## config.mk

```make
export PLATFORM = sky130hd
export DESIGN_NAME = fft_input_loader
export DESIGN_NICKNAME = d
export VERILOG_FILES = /design/src/rtl/fft_input_loader.sv
export SDC_FILE = /design/constraint.sdc
export NUM_CORES = 1
export LEC_CHECK = 0
export CORE_UTILIZATION = 30
export DETAILED_ROUTE_END_ITERATION = 7
export PLACE_DENSITY = 0.58
export SLEW_MARGIN = 20
export SYNTH_ARGS = -nofsm -noshare
export SYNTH_HDL_FRONTEND = slang
export SYNTH_SLANG_ARGS = --single-unit
```

## constraint.sdc

```tcl
create_clock -name iCLK -period 3.5 [get_ports iCLK]
set_input_delay 0.525 -clock iCLK [delete_from_list [all_inputs] [get_ports iCLK]]
set_output_delay 0.525 -clock iCLK [all_outputs]
set_load 0.005 [all_outputs]
```

## src/rtl/fft_input_loader.sv

```systemverilog
// Streams one frame of real samples into the four fft_top RAM banks in natural order,
// starts the transform, and holds off upstream until the transform reports completion.
module fft_input_loader #(
   parameter int DATA_W     = 16,
   parameter int ADDR_W     = 9,
   parameter int BANK_DEPTH = 512,
   parameter int N_POINTS   = 2048
) (
   input  logic              iCLK,
   input  logic              iRESET,
   input  logic              iVALID,
   input  logic [DATA_W-1:0] iSAMPLE,
   output logic              oREADY,
   output logic [DATA_W-1:0] oDATA,
   output logic [ADDR_W-1:0] oADDR_WR_0,
   output logic [ADDR_W-1:0] oADDR_WR_1,
   output logic [ADDR_W-1:0] oADDR_WR_2,
   output logic [ADDR_W-1:0] oADDR_WR_3,
   output logic              oWE_0,
   output logic              oWE_1,
   output logic              oWE_2,
   output logic              oWE_3,
   output logic              oSTART,
   input  logic              iFFT_RDY,
   output logic              oBUSY,
   output logic              oFRAME_DONE
);

   localparam int CNT_W = ADDR_W + 2;
   localparam logic [CNT_W-1:0] LAST_CNT = CNT_W'(N_POINTS - 1);

   // The bank index is taken straight from the top two counter bits, so the geometry must be exact.
   if (BANK_DEPTH != (1 << ADDR_W) || N_POINTS != 4 * BANK_DEPTH) begin : g_param_check
      $error("fft_input_loader: BANK_DEPTH must be 2**ADDR_W and N_POINTS must be 4*BANK_DEPTH");
   end

   typedef enum logic [1:0] {
      S_LOAD,
      S_FLUSH,
      S_START,
      S_WAIT
   } state_t;

   state_t            state, state_nxt;
   logic [CNT_W-1:0]  cnt;
   logic              rdy_q;
   logic              busy_q;
   logic [3:0]        we_q;
   logic [ADDR_W-1:0] addr_q;
   logic              accept;
   logic              rdy_rise;

   assign accept   = iVALID && (state == S_LOAD);
   assign rdy_rise = iFFT_RDY && !rdy_q;

   // NOTE: every output of this block gets a default first, so no path through the case can infer a latch.
   always_comb begin
      state_nxt   = state;
      oREADY      = 1'b0;
      oSTART      = 1'b0;
      oFRAME_DONE = 1'b0;
      case (state)
         S_LOAD: begin
            oREADY = 1'b1;
            if (accept && cnt == LAST_CNT) state_nxt = S_FLUSH;
         end
         S_FLUSH: state_nxt = S_START;
         S_START: begin
            oSTART    = 1'b1;
            state_nxt = S_WAIT;
         end
         S_WAIT: begin
            if (rdy_rise) begin
               oFRAME_DONE = 1'b1;
               state_nxt   = S_LOAD;
            end
         end
         default: state_nxt = S_LOAD;
      endcase
   end

   // NOTE: sequential state uses non-blocking assignments so all registers update from pre-edge values.
   always_ff @(posedge iCLK) begin
      if (iRESET) begin
         // NOTE: the write-port data/address registers are reset because downstream sees them directly;
         // a real storage array would not be.
         state  <= S_LOAD;
         cnt    <= '0;
         rdy_q  <= 1'b0;
         busy_q <= 1'b0;
         we_q   <= '0;
         addr_q <= '0;
         oDATA  <= '0;
      end else begin
         state <= state_nxt;
         // Tracked in every state so a level already high when WAIT is entered is not seen as an edge.
         rdy_q <= iFFT_RDY;
         we_q  <= '0;
         if (accept) begin
            we_q   <= 4'b0001 << cnt[ADDR_W+1:ADDR_W];
            addr_q <= cnt[ADDR_W-1:0];
            oDATA  <= iSAMPLE;
            cnt    <= cnt + CNT_W'(1);
         end
         if (accept && cnt == '0) busy_q <= 1'b1;
         else if (oFRAME_DONE)    busy_q <= 1'b0;
      end
   end

   assign oWE_0      = we_q[0];
   assign oWE_1      = we_q[1];
   assign oWE_2      = we_q[2];
   assign oWE_3      = we_q[3];
   assign oADDR_WR_0 = addr_q;
   assign oADDR_WR_1 = addr_q;
   assign oADDR_WR_2 = addr_q;
   assign oADDR_WR_3 = addr_q;
   assign oBUSY      = busy_q;

endmodule

```

==> results of run 1 <==
[power by group]
part	switching, mW	internal, mW	leakage, nW
sequential	0.0372	0.554	0.359
clock	0.168	0.212	0.0552
combinational	0.181	0.188	0.552
[final cells by class]
type	count	area, um^2
clock buffers	6	72.6
clock inverters	2	35.0
fillers	653	3600
inverters	6	22.5
multi-input cells	146	793
flip-flops and latches	44	881
well taps	77	96.3
repair buffers	82	813
[flip-flops by register name, indices dropped and copies added, names as in the netlist]
| signal | count |
|---|---|
| rdy_q | 1 |
| oADDR_WR_0 | 9 |
| we_q | 4 |
| state | 2 |
| oBUSY | 1 |
| oDATA | 16 |
| cnt | 11 |
[cell usage after synthesis (2+ instances only)]
| master | instances |
|---|---|
| nand2_1 | 56 |
| nor4b_1 | 3 |
| o21ai_0 | 3 |
| xnor2_1 | 4 |
| dfxtp_1 | 44 |
| xor2_1 | 3 |
| nor3_1 | 4 |
| nand4_1 | 3 |
| a21oi_1 | 31 |
| ha_1 | 6 |
| nor2_1 | 11 |
| buf_4 | 27 |
| clkbuf_1 | 11 |
| nand3_1 | 4 |
| inv_1 | 6 |
| nor4_1 | 2 |
[worst max-delay path by stage]
stage                           from  slack, ns                    end
4_1_cts                     iFFT_RDY       1.29            oFRAME_DONE
5_1_grt                     iFFT_RDY       1.25            oFRAME_DONE
6_report                    iFFT_RDY       1.30            oFRAME_DONE
2_1_floorplan  state[0]$_SDFFE_PP0P_       1.81  state[0]$_SDFFE_PP0P_
3_3_place_gp                iFFT_RDY       1.31            oFRAME_DONE
3_5_place_dp                  iVALID       1.29  state[0]$_SDFFE_PP0P_
[stage by stage]
stage | std cells | power [mW] | area [um^2] | util [%] | setup slack [ns]
after floorplan | 236 | 0.812 | 1950 | - | 1.81
after global placement | 355 | 0.972 | 2610 | 41.3 | 1.31
after detailed placement | 355 | 0.977 | 2610 | 41.3 | 1.29
after CTS | 363 | 1.36 | 2710 | 43.0 | 1.29
after global routing | 363 | 1.42 | 2710 | 43.0 | 1.25
final | 363 | 1.34 | 2710 | 43.0 | 1.30
[layer usage]
metal / vias up / share of wire (%) / GRT usage (%)
met1: 743 / 46 / 16.6
li1: 846 / - / -
met2: 54 / 44 / 19.2
met3: 8 / 8.0 / 3.52
met5: - / 0 / 0
met4: 0 / 1.6 / 5.69
[tightest hold or removal path: cells and delay by family, from the launching register on]
family | cells | cell delay (ns)
compound gates | 1 | 0.05
flops | 1 | 0.31
simple gates | 1 | 0.05
[cells by family after synthesis]
family,count (synthesis),synth area share [%]
XOR/XNOR,7,3.14
AND/OR/NAND/NOR,94,22.5
flip-flops,44,45.2
buffers and inverters,46,14.2
adder cells (fa/ha/maj),6,3.85
AO/OA/AOI/OAI,39,11.2
==> key figures, run 1 <==
Finish
  • Most common library cell in the layout ignoring fill and taps: clkdlybuf4s50_1
  • Layout cells sized above 1: 5.59%
  • Antenna fix cells: 0
  • Syn-to-layout area delta: 39.1%
  • Layout Nets: 311
  • Most frequent cells in the layout: clkdlybuf4s50_1, nand2_1, dfxtp_1

Setup path
  • Critical Path RT: 2.97 ns
  • Critical path, cell by cell: clkdlybuf4s50_1 -> and3b_1 -> clkdlybuf4s50_1
  • Bufs and invs on worst path: 2
  • Worst path slowest cell: clkdlybuf4s50_1
  • Worst Setup Start Kind: input pin
  • Crit path arrival time: 1.68 ns
  • Crit path max-delay family: buffers and inverters
  • Max Fanout on Critical Path: 2
  • Setup crit end kind: output port
  • CP peak stage delay: 0.50 ns
  • R2r worst-path depth: 6
  • Type of the worst setup path: in -> out
  • RR Endpoint: state[0]$_SDFFE_PP0P_
  • Crit path top cell by count: clkdlybuf4s50_1
  • Reg2Reg Setup Slack: 1.63 ns
  • WP depth: 3
  • Reg2reg start: state[0]$_SDFFE_PP0P_

CTS
  • Hold_buf cts: 0
  • H-tree Lvls: 2
  • Total setup buffers inserted after CTS: 0
  • Num CTS Buffers: 5
  • CTS clk-pin slew, worst paths: 0.08 ns
  • TritonCTS clock tree: done
  • Bufs on Longest Clock Path: 2
  • Root Buffer: clkbuf_8
  • Clk_lat worst skew: 0.29 ns
  • CTS resizes: 0
  • Clk sinks: 44

Global routing
  • Largest net degree at the start of global routing: 28
  • First-pass GRT wire length: 6.47 mm
  • Congestion Overflow GR: 0
  • Initial antenna violation count: 0
  • Overall Global Routing Usage: 12.6%
  • Vias in the first global route: 1,433

Worst hold path
  • Hold Crit Depth: 2
  • Hold Crit Endpoint: oDATA[9]$_SDFFE_PP0P_
  • HP Start: oDATA[9]$_SDFFE_PP0P_
  • Worst hold path type: reg -> reg

Run status
  • Status: finished clean

Synth
  • Largest cells by area after synthesis: dfxtp_1, nand2_1, buf_4
  • Syn Area/Cell: 8.27 um^2
  • Syn nets: 262
  • Mapped Area: 1950 um^2
  • Yosys Warn Count: 0
  • Cell taking the most area after synthesis: dfxtp_1
  • Post-synth top flop: dfxtp_1
  • Register area share after synthesis: 45.2%
  • Number of synthesized flops with an enable pin: 0
  • Async SR Flop Fraction: 0%
  • Top cell type's share of synthesized area: 45.2%
  • #FFs+latches synth: 44
  • Distinct cell type count after synthesis: 34
  • Synth Instances: 236

STA
  • Clk_skew: 0.00394 ns
  • Hold Fails Final Rpt: 0
  • Worst Max-Slew Pin Slew: 0.955 ns
  • Fin. max-slew vios: 0
  • Unrepaired setup endpoints after global routing: false
  • Worst hold slack: 0.455 ns
  • Crit share post-route: 62.9%
  • Setup TNS: 0 ns
  • Highest Clock Rate: 454 MHz
  • # setup viols final: 0
  • Max-slew headroom: 36.2%
  • Final min period: 2.20 ns

Pwr
  • Worst vdd rail ir drop: 0.275 mV
  • Pleak: 0.966 nW
  • Power density over the cells: 494 nW/um^2

Floorplanning
  • Die Span Y: 82.6 um
  • Core Footprint: 6310 um^2
  • Chip Width: 82.6 um
  • Row cnt: 29
  • Starting Density: 30.9%
  • Io pins: 80
  • Die ar.: 6830 um^2

Detailed routing
  • DRT iter0 DRCs: 69
  • DRC Markers: 0
  • Detailed-route wire length per cell: 11.3 um
  • Drt total wl: 4.09 mm
  • Vias per inst: 4.55
  • Antenna Nets Post-Route: 0
  • Vias: 1,651
  • DR pass1 iterations: 4

Place
  • Port buffer count: 79
  • Post-DP HPWL: 2.86 mm
  • RD Place Congestion: 0.750

Job
  • Max Cap Violations: 0
No activity file was read; power rests on OpenSTA's default activity.
==> inputs of run 2 (changes only) <==
--- a/config.mk
+++ b/config.mk
@@ -7,7 +7,7 @@
 export LEC_CHECK = 0
 export CORE_UTILIZATION = 30
 export DETAILED_ROUTE_END_ITERATION = 7
-export PLACE_DENSITY = 0.58
+export PLACE_DENSITY = 0.61
 export SLEW_MARGIN = 20
 export SYNTH_ARGS = -nofsm -noshare
 export SYNTH_HDL_FRONTEND = slang
==> constraint.sdc (replaced) <==
create_clock -name iCLK -period 1.9 [get_ports iCLK]
set_input_delay 0.285 -clock iCLK [delete_from_list [all_inputs] [get_ports iCLK]]
set_output_delay 0.285 -clock iCLK [all_outputs]
set_load 0.005 [all_outputs]
==> run 2 against run 1 <==
Net effect:
- critical path depth stayed put
- total power increased by 78%
- hold slack worse by 0.0018 ns
- register-to-register slack lost 1.5 ns
- non-clock buffer count increased by 3
- clock skew barely moved
- die area unchanged
- critical path type is now reg -> out
- global-route usage up 0.62 points
- sequential power rose by 84%
- wire length up 4.0%
- highest routed layer unchanged
- cell count is 0.55% higher
==> key figures, run 2 (synthesized netlist as in run 1, its figures left out) <==
Setup path
  • Setup crit end kind: output port
  • Critical path startpoint: state[1]$_SDFFE_PP0P_
  • Reg2reg start: state[1]$_SDFFE_PP0P_
  • Crit path arrival time: 1.52 ns (-0.16 ns)
  • RR Endpoint: state[0]$_SDFFE_PP0P_
  • Worst Setup Start Kind: flip-flop
  • Worst path slowest cell: clkdlybuf4s50_1
  • Critical path, cell by cell: inv_1 -> ha_2 -> clkdlybuf4s50_1
  • Max Fanout on Critical Path: 6 (+4)
  • R2r worst-path depth: 6 (unchanged)
  • Reg2Reg Setup Slack: 0.18 ns (-1.45 ns)
  • Type of the worst setup path: reg -> out
  • Critical Path RT: 1.62 ns (-1.35 ns)
  • CP peak stage delay: 0.53 ns (+0.03 ns)

CTS
  • Clk_lat worst skew: 0.28 ns (about the same)
  • Root Buffer: clkbuf_8
  • Total setup buffers inserted after CTS: 0 (unchanged)
  • TritonCTS clock tree: done
  • Clk sinks: 44 (unchanged)
  • Num CTS Buffers: 5 (unchanged)
  • CTS clk-pin slew, worst paths: 0.08 ns (about the same)
  • Hold_buf cts: 0 (unchanged)
  • H-tree Lvls: 2 (unchanged)
  • Bufs on Longest Clock Path: 2 (unchanged)

STA
  • Unrepaired setup endpoints after global routing: false
  • Highest Clock Rate: 553 MHz
  • Fin. max-slew vios: 0 (unchanged)
  • PnR worst setup slack: 0.0915 ns (-1.21 ns)
  • Max-slew headroom: 70.1% (+34 points)
  • # setup viols final: 0 (unchanged)
  • Crit share post-route: 95.2%
  • Hold Fails Final Rpt: 0 (unchanged)
  • Worst Max-Slew Pin Slew: 0.443 ns (-0.511 ns)
  • Clk_skew: 0.00411 ns (+0.000174 ns)
  • Worst hold slack: 0.454 ns (-0.00180 ns)
  • Setup TNS: 0 ns (unchanged)
  • Final min period: 1.81 ns

Worst hold path
  • Worst hold path type: reg -> reg
  • Hold Crit Endpoint: oDATA[0]$_SDFFE_PP0P_
  • HP Start: oDATA[0]$_SDFFE_PP0P_
  • Hold Crit Depth: 2 (unchanged)

Finish
  • Most common library cell in the layout ignoring fill and taps: clkdlybuf4s50_1
  • Syn-to-layout area delta: 40.2%
  • Cell Count, Final, Fillers Out: 365 (+0.55%)
  • Layout Nets: 314 (+0.96%)
  • Fin util: 43.3% (+0.34 points)
  • Biggest register: oDATA
  • Most frequent cells in the layout: clkdlybuf4s50_1, nand2_1, dfxtp_1
  • Antenna fix cells: 0 (unchanged)
  • Layout cells sized above 1: 6.94% (+1.4 points)
  • Largest register FFs: 16 (unchanged)
  • # fillers: 649 (-0.61%)

Pwr
  • Comb power frac: 31.8% (+4.3 points)
  • Switching part of the total: 29.7% (+0.91 points)
  • Power density over the cells: 871 nW/um^2 (+76%)
  • Worst vdd rail ir drop: 0.441 mV (+60%)
  • Clock Power Share: 22.6% (-5.7 points)
  • Pleak: 0.974 nW (+0.90%)
  • Internal power: 1.67 mW (+76%)
  • Psw: 708 uW (+84%)
  • Sequential cell fraction of total power: 45.6% (+1.4 points)

Global routing
  • First-pass GRT wire length: 6.71 mm (+3.7%)
  • Largest net degree at the start of global routing: 45 (+61%)
  • Initial antenna violation count: 0 (unchanged)
  • Congestion Overflow GR: 0 (unchanged)
  • Overall Global Routing Usage: 13.3% (+0.62 points)
  • Vias in the first global route: 1,473 (+2.8%)

Floorplanning
  • Io pins: 80 (unchanged)
  • Chip Width: 82.6 um (unchanged)
  • Core Footprint: 6310 um^2 (unchanged)
  • Die Span Y: 82.6 um (unchanged)
  • Die ar.: 6830 um^2 (unchanged)
  • Starting Density: 30.9% (unchanged)
  • Row cnt: 29 (unchanged)

Detailed routing
  • Drt total wl: 4.25 mm (+4.0%)
  • Antenna Nets Post-Route: 0 (unchanged)
  • DRT iter0 DRCs: 43 (-38%)
  • Detailed-route wire length per cell: 11.6 um (+3.4%)
  • Vias: 1,664 (+0.79%)
  • DR pass1 iterations: 4 (unchanged)
  • DRC Markers: 0 (unchanged)
  • Vias per inst: 4.56 (+0.24%)

Place
  • Port buffer count: 79 (unchanged)
  • Post-Place Worst Slack: 0.0585 ns (-1.23 ns)
  • DP Cell Count: 358 (+0.85%)
  • RD Place Congestion: 0.790 (+5.4%)
  • Post-DP HPWL: 2.99 mm (+4.3%)

Run status
  • Status: finished clean

Job
  • Max Cap Violations: 0 (unchanged)
## run 2: cell types whose count changed in the layout (fill, tap and decap cells not counted), sizes merged
cell	previous run	this run
buf	3	6
bufinv	1	0
## run 2: power by group through the flow
stage / sequential (mW) / combinational [mW] / clock (mW)
after floorplan: 1.11 / 0.389 / 0
after global placement: 1.11 / 0.761 / 0
after detailed placement: 1.11 / 0.764 / 0
after CTS: 1.09 / 0.775 / 0.568
after global routing: 1.10 / 0.852 / 0.608
final: 1.09 / 0.758 / 0.538
## run 2: metrics by stage
stage	instance area (um^2)	power, mW
after floorplan	1950	1.50
final	2740	2.38
after global placement	2650	1.87
after global routing	2740	2.56
after detailed placement	2650	1.87
after CTS	2730	2.43
## run 2: what timing repair did
item                                   4_1_cts  5_1_grt
resized for setup                            1        1
setup endpoints to repair                    1        2
endpoints found under the hold margin        0        0
pin swaps                                    0        0
## run 2: layout make-up
class	count	area (um^2)	share of cell area [%]
Sequential cell	44	882	32.3
Inverter	6	22.5	0.823
Multi-Input combinational cell	146	796	29.1
Timing Repair Buffer	85	861	31.5
Clock buffer	6	72.6	2.65
Clock inverter	1	5.00	0.183
Tap cell	77	96.3	3.52
## run 2: how the worst max path moves through the flow
stage,to,slack (ns),depth (start not counted)
2_1_floorplan,state[0]$_SDFFE_PP0P_,0.21,6
3_3_place_gp,state[1]$_SDFFE_PP0P_,0.12,6
3_5_place_dp,state[0]$_SDFFE_PP0P_,0.06,5
4_1_cts,oFRAME_DONE,0.06,3
5_1_grt,oFRAME_DONE,0.006,3
6_report,oREADY,0.09,3
## run 2: per-layer routing
| metal | wire (um) | track usage [%] | vias to the layer above |
|---|---|---|---|
| li1 | - | - | 851 |
| met1 | 1910 | 14.6 | 759 |
| met2 | 2040 | 24.1 | 52 |
| met3 | 277 | 4.51 | 2 |
| met4 | 19 | 3.62 | 0 |
| met5 | 0 | 0 | - |
## run 2: worst max-delay path: cells and delay by family (launching register included)
kind                       cells  cell delay [ns]
buffers and inverters          2             0.63
adders and majority gates      1             0.28
DFF                            1             0.34
